`config.mk`:
```
export PLATFORM = sky130hd
export DESIGN_NAME = mem_arbiter
export DESIGN_NICKNAME = d
export VERILOG_FILES = /design/src/rtl/mem_arb_pkg.sv /design/src/rtl/mem_arbiter_rr_pick2.sv /design/src/rtl/mem_arbiter.sv
export SDC_FILE = /design/constraint.sdc
export NUM_CORES = 1
export LEC_CHECK = 0
export CAP_MARGIN = 20
export CORE_UTILIZATION = 33
export CTS_BUF_LIST = sky130_fd_sc_hd__clkbuf_8
export DETAILED_ROUTE_END_ITERATION = 10
export PLACE_DENSITY_LB_ADDON = 0.15
export SLEW_MARGIN = 10
export SYNTH_ARGS = -nofsm -noshare
export SYNTH_HDL_FRONTEND = slang
export SYNTH_SLANG_ARGS = --single-unit
```
`constraint.sdc`:
```
create_clock -name clk -period 1.4 [get_ports clk]
set_input_delay 0.35 -clock clk [delete_from_list [all_inputs] [get_ports clk]]
set_output_delay 0.35 -clock clk [all_outputs]
set_load 0.02 [all_outputs]
```
`src/rtl/mem_arb_pkg.sv`:
```
// mem_arb_pkg: shared state encoding and default sizing for the RAM arbiter
package mem_arb_pkg;
  typedef enum logic [1:0] {
    IDLE = 2'd0,
    OWN0 = 2'd1,
    OWN1 = 2'd2
  } state_t;
  localparam int AW_DEF       = 7;
  localparam int DW_DEF       = 16;
  localparam int MAX_HOLD_DEF = 4;
endpackage

```
`src/rtl/mem_arbiter_rr_pick2.sv`:
```
// rr_pick2: two-way round-robin chooser, the port that did not go last wins a tie
module rr_pick2 (
  input  logic i_req0,
  input  logic i_req1,
  input  logic i_last,
  output logic o_win,
  output logic o_vld
);
  assign o_vld = i_req0 | i_req1;
  assign o_win = (i_req0 & i_req1) ? !i_last : i_req1;
endmodule

```
`src/rtl/mem_arbiter.sv`:
```
// mem_arbiter: shares one single-port RAM between the processor (port 0) and a DMA/loader (port 1)
module mem_arbiter
  import mem_arb_pkg::*;
#(
  parameter int AW       = AW_DEF,
  parameter int DW       = DW_DEF,
  parameter int MAX_HOLD = MAX_HOLD_DEF
) (
  input  logic          clk,
  input  logic          reset,
  input  logic          r0_req,
  input  logic          r0_we,
  input  logic          r0_lock,
  input  logic [AW-1:0] r0_addr,
  input  logic [DW-1:0] r0_wdata,
  output logic          r0_gnt,
  output logic          r0_ack,
  output logic [DW-1:0] r0_rdata,
  input  logic          r1_req,
  input  logic          r1_we,
  input  logic          r1_lock,
  input  logic [AW-1:0] r1_addr,
  input  logic [DW-1:0] r1_wdata,
  output logic          r1_gnt,
  output logic          r1_ack,
  output logic [DW-1:0] r1_rdata,
  output logic          mem_wr,
  output logic [AW-1:0] mem_addr,
  output logic [DW-1:0] mem_wdata,
  input  logic [DW-1:0] mem_rdata
);
  localparam int HW = (MAX_HOLD > 1) ? $clog2(MAX_HOLD) : 1;
  localparam logic [HW-1:0] HOLD_MAX = HW'(MAX_HOLD - 1);
  state_t r_state, w_state_nxt;
  logic [HW-1:0] r_hold, w_hold_nxt;
  logic r_last, w_last_nxt;
  logic r_ack0, r_ack1;
  logic [DW-1:0] r_rdata0, r_rdata1;
  logic w_owned, w_own, w_req_x, w_req_y, w_we_x, w_lock_x, w_xfer, w_stay;
  logic w_pick, w_pick_vld;
  logic [AW-1:0] w_addr_x;
  logic [DW-1:0] w_wdata_x;
  assign w_owned   = r_state != IDLE;
  assign w_own     = r_state == OWN1;
  assign w_req_x   = w_own ? r1_req   : r0_req;
  assign w_req_y   = w_own ? r0_req   : r1_req;
  assign w_we_x    = w_own ? r1_we    : r0_we;
  assign w_lock_x  = w_own ? r1_lock  : r0_lock;
  assign w_addr_x  = w_own ? r1_addr  : r0_addr;
  assign w_wdata_x = w_own ? r1_wdata : r0_wdata;
  assign w_xfer    = w_owned & w_req_x;
  assign w_stay    = w_xfer & w_lock_x & (!w_req_y | (r_hold < HOLD_MAX));
  // The tie-break must already see this cycle's transfer, or two unlocked requesters would not alternate
  assign w_last_nxt = w_xfer ? w_own : r_last;
  rr_pick2 u_pick (
    .i_req0 (r0_req),
    .i_req1 (r1_req),
    .i_last (w_last_nxt),
    .o_win  (w_pick),
    .o_vld  (w_pick_vld)
  );
  always_comb begin
    w_state_nxt = w_stay ? r_state : !w_pick_vld ? IDLE : w_pick ? OWN1 : OWN0;
    w_hold_nxt  = w_stay ? ((r_hold == HOLD_MAX) ? r_hold : r_hold + 1'b1)
                         : ((w_state_nxt != r_state) ? '0 : r_hold);
  end
  always_ff @(posedge clk or negedge reset) begin
    if (!reset) begin
      r_state <= IDLE;
      r_hold  <= '0;
      r_last  <= 1'b1;
    end else begin
      r_state <= w_state_nxt;
      r_hold  <= w_hold_nxt;
      r_last  <= w_last_nxt;
    end
  end
  always_ff @(posedge clk or negedge reset) begin
    if (!reset) begin
      r_ack0   <= 1'b0;
      r_ack1   <= 1'b0;
      r_rdata0 <= '0;
      r_rdata1 <= '0;
    end else begin
      r_ack0 <= w_xfer & !w_own;
      r_ack1 <= w_xfer & w_own;
      if (w_xfer & !w_own & !w_we_x) r_rdata0 <= mem_rdata;
      if (w_xfer & w_own & !w_we_x) r_rdata1 <= mem_rdata;
    end
  end
  assign mem_wr    = w_xfer & w_we_x;
  assign mem_addr  = w_owned ? w_addr_x : '0;
  assign mem_wdata = w_owned ? w_wdata_x : '0;
  assign r0_gnt    = r_state == OWN0;
  assign r1_gnt    = w_own;
  assign r0_ack    = r_ack0;
  assign r1_ack    = r_ack1;
  assign r0_rdata  = r_rdata0;
  assign r1_rdata  = r_rdata1;
endmodule

```
==> flow_summary.ini <==
[timing]
timing.final.crit_period_ns = 1.80
fin_ws_ns = -0.396
worstMarginPinSlew_ns = 0.310
timing.final.max_slew_violations = 0
slew-limit-headroom_pct = 79.1
finClkSkew_ns = 0.00693
clock.fmax_mhz = 557
period_share_pct = 128
finalHoldWorstSlack_ns = 0.0238
final-setup-viol-count = 62
hold_violations = 0
rsz0062_at_grt = yes

[route]
wirelength_per_cell_um = 16.5
maxUsedRoutingLayer = met4
wl_met2_um = 3240
detail_route.drc_violations = 0
antenna_violating_nets_left = 0
drtIter0Drc = 87
vias = 1864
met3_routed_wirelength_um = 452
routedLengthMet1_um = 2530
post_drt_via_cell_ratio = 4.93
wirelength_um = 6240
drt_pass1_iterations = 4

[layout]
finalNetCount = 376
final_common_cell = sky130_fd_sc_hd__clkdlybuf4s50_1
post_route_cells_drive_above_1_share_pct = 43.8
n_antenna_cell = 0
mostFrequentLayoutCells = sky130_fd_sc_hd__clkdlybuf4s50_1 (67), sky130_fd_sc_hd__dfrtp_1 (36), sky130_fd_sc_hd__dlygate4sd2_1 (33)
area_growth_syn_to_layout_pct = 103

[synth]
synth_top_flop_cell = sky130_fd_sc_hd__dfrtp_1
syn-mean-instance-area_um2 = 13.3
ys_warn_count = 0
yosysUniqueCellTypes = 36
synth.mux.area_fraction_pct = 20.4
synth-edff-count = 0
net_count_of_the_mapped_netlist = 218
synth_cells = 147
synthAdderAreaFrac_pct = 0.642
sequential_to_total_area_share_from_yosys_stat_pct = 50.2
synth_top_family_by_area = multiplexers
synth_compound_gate_area_share_pct = 16.6
post_synth_xor_area_fraction_pct = 0
synth_seq_cells = 39
synth-simple-area-share_pct = 7.06
ys_async_sr_fraction_pct = 100
mappedNetlistArea_um2 = 1950

[cts]
cts_root_buf = sky130_fd_sc_hd__clkbuf_8
cts_tree = yes
sinks_on_the_clock_net = 39
cts_buffers = 5
clock_tree.htree_level_count = 2
post_cts_hold_buffer_count = 0
clk_latency_ns = 0.29
clock_path_buffers = 2
path_clk_slew_ns = 0.07

[floorplanning]
design.die.area_um2 = 6210
initial_core_util_pct = 34.7
dieHeight_um = 78.8
rows = 27
design.core.area_um2 = 5610
chipWidth_um = 78.8
io-pin-count = 130

[worst_setup_path]
required_ns = 1.05
timing.critical_path.from_type = flop
timing.critical_path.arrival_ns = 1.45
crit_path_max_incr_delay_ns = 0.44
cp_top_family = flip-flops
cp-end-kind = primary output
timing_worst_setup_path_type = flop to primary output
timing.critical_path.mode_cell = sky130_fd_sc_hd__buf_6
crit_path_cell_trace = buf_12 > buf_6 > nand3b_4 > inv_2 > a22o_1 > buf_6
crit_fanout = 3
slowest_stage_cell_cp = sky130_fd_sc_hd__dfrtp_2
critPathBufInv = 4

[grt]
grt_overflow = 0
grt_use_total_pct = 20.0
grt_first_pass_wirelength_um = 9600
grt_pass1_vias = 1907
grt_start_max_net_pins = 40
antenna_found_initial = 0

[place]
portBuffers = 129
routabilityCongestion = 0.784
post-dp-hpwl_um = 4420

[power_and_ir_drop]
leakagePower_nw = 1.88
p_total_mw = 7.44
cellPowerDensity_nw_per_um2 = 1880
worst_ir_drop_vdd_v = 0.00115

[worst_hold_path]
holdCritPathClass = input pin to asynchronous set/reset pin

[status]
run_status = finished with violations
violations_in_the_final_reports = setup timing

[job]
max-cap-violations = 0
final timing paths:
| path | start | endpoint | slack [ns] | depth (start not counted) |
|---|---|---|---|---|
| setup / recovery | r_state[0]$_DFF_PN0_ | mem_wr | -0.40 | 6 |
| hold / removal | reset | r_state[1]$_DFF_PN0_ | 0.02 | 2 |
| setup reg to reg | r_state[0]$_DFF_PN0_ | r1_rdata[6]$_DFFE_PN0P_ | -0.37 | 7 |
| hold reg to reg | r1_rdata[10]$_DFFE_PN0P_ | r1_rdata[10]$_DFFE_PN0P_ | 0.51 | 1 |
| max in group asynchronous | reset | r_last$_DFF_PN1_ | 1.12 | 2 |
| min in group clk | r1_rdata[10]$_DFFE_PN0P_ | r1_rdata[10]$_DFFE_PN0P_ | 0.51 | 1 |
layer usage:
layer	GRT usage [%]	vias up
met3	6.90	5
met5	0	-
li1	-	873
met1	24.5	909
met4	4.18	0
met2	34.0	77
final cells by class:
cell class                      instances  area, um^2
Fill cell                             427        1660
Timing Repair Buffer                  160        1640
Sequential cell                        39         980
Inverter                                7        28.8
Tap cell                               72        90.1
Clock inverter                          3        16.3
Clock buffer                            5        68.8
Multi-Input combinational cell         92        1120
synthesized netlist by cell type (2+ instances only):
master	n	share of area, %
sky130_fd_sc_hd__a22o_1	24	11
sky130_fd_sc_hd__o211ai_1	2	0.77
sky130_fd_sc_hd__nand3_1	3	0.77
sky130_fd_sc_hd__inv_1	7	1.3
sky130_fd_sc_hd__a21oi_1	4	1.0
sky130_fd_sc_hd__o21ai_0	2	0.51
sky130_fd_sc_hd__buf_2	3	0.77
sky130_fd_sc_hd__clkbuf_1	2	0.39
sky130_fd_sc_hd__mux2_4	10	7.7
sky130_fd_sc_hd__dfrtp_1	38	49
sky130_fd_sc_hd__buf_6	2	1.2
sky130_fd_sc_hd__nor2b_1	3	0.96
sky130_fd_sc_hd__o21ai_1	3	0.77
sky130_fd_sc_hd__mux2_2	22	13
registers in the layout (all words and copies together), names as in the netlist:
signal and count:
r_state 2, r0_ack 1, r_hold 2, r1_ack 1, r1_rdata 16, r0_rdata 16, r_last 1
report_power, final:
part | switching, mW | internal (mW)
sequential | 0.302 | 1.68
clock | 0.403 | 0.341
combinational | 2.15 | 2.57
total | 2.85 | 4.59
stage by stage:
stage / utilization, % / setup WS [ns] / instances / instance area (um^2) / TNS, ns
finish: 70.4 / -0.396 / 378 / 3950 / -18.53
global route: 70.4 / -0.463 / 378 / 3950 / -21.29
CTS: 69.7 / -0.412 / 377 / 3910 / -18.95
detailed placement: 65.7 / -0.873 / 361 / 3680 / -31.51
global placement: 65.7 / -0.841 / 361 / 3680 / -31.21
floorplan: - / -0.0503 / 147 / 2180 / -1.28
cells by family (layout without fill, tap and decap cells):
family                     count (synthesis)  after routing
AOI/OAI and AO/OA                         41             41
DFF                                       39             39
muxes                                     32             32
and+or+nand+nor                           18             18
buffers and inverters                     16            175
adders and majority gates                  1              1
repair_timing:
action / in CTS / in global routing
resized for setup: 200 / 8
cloned: 2 / 1
pin swaps: 3 / 10
buffers inserted: 6 / 1
hold endpoints to repair: 0 / 0
setup endpoints to repair: 96 / 64
(Power assumes the default switching activity.)
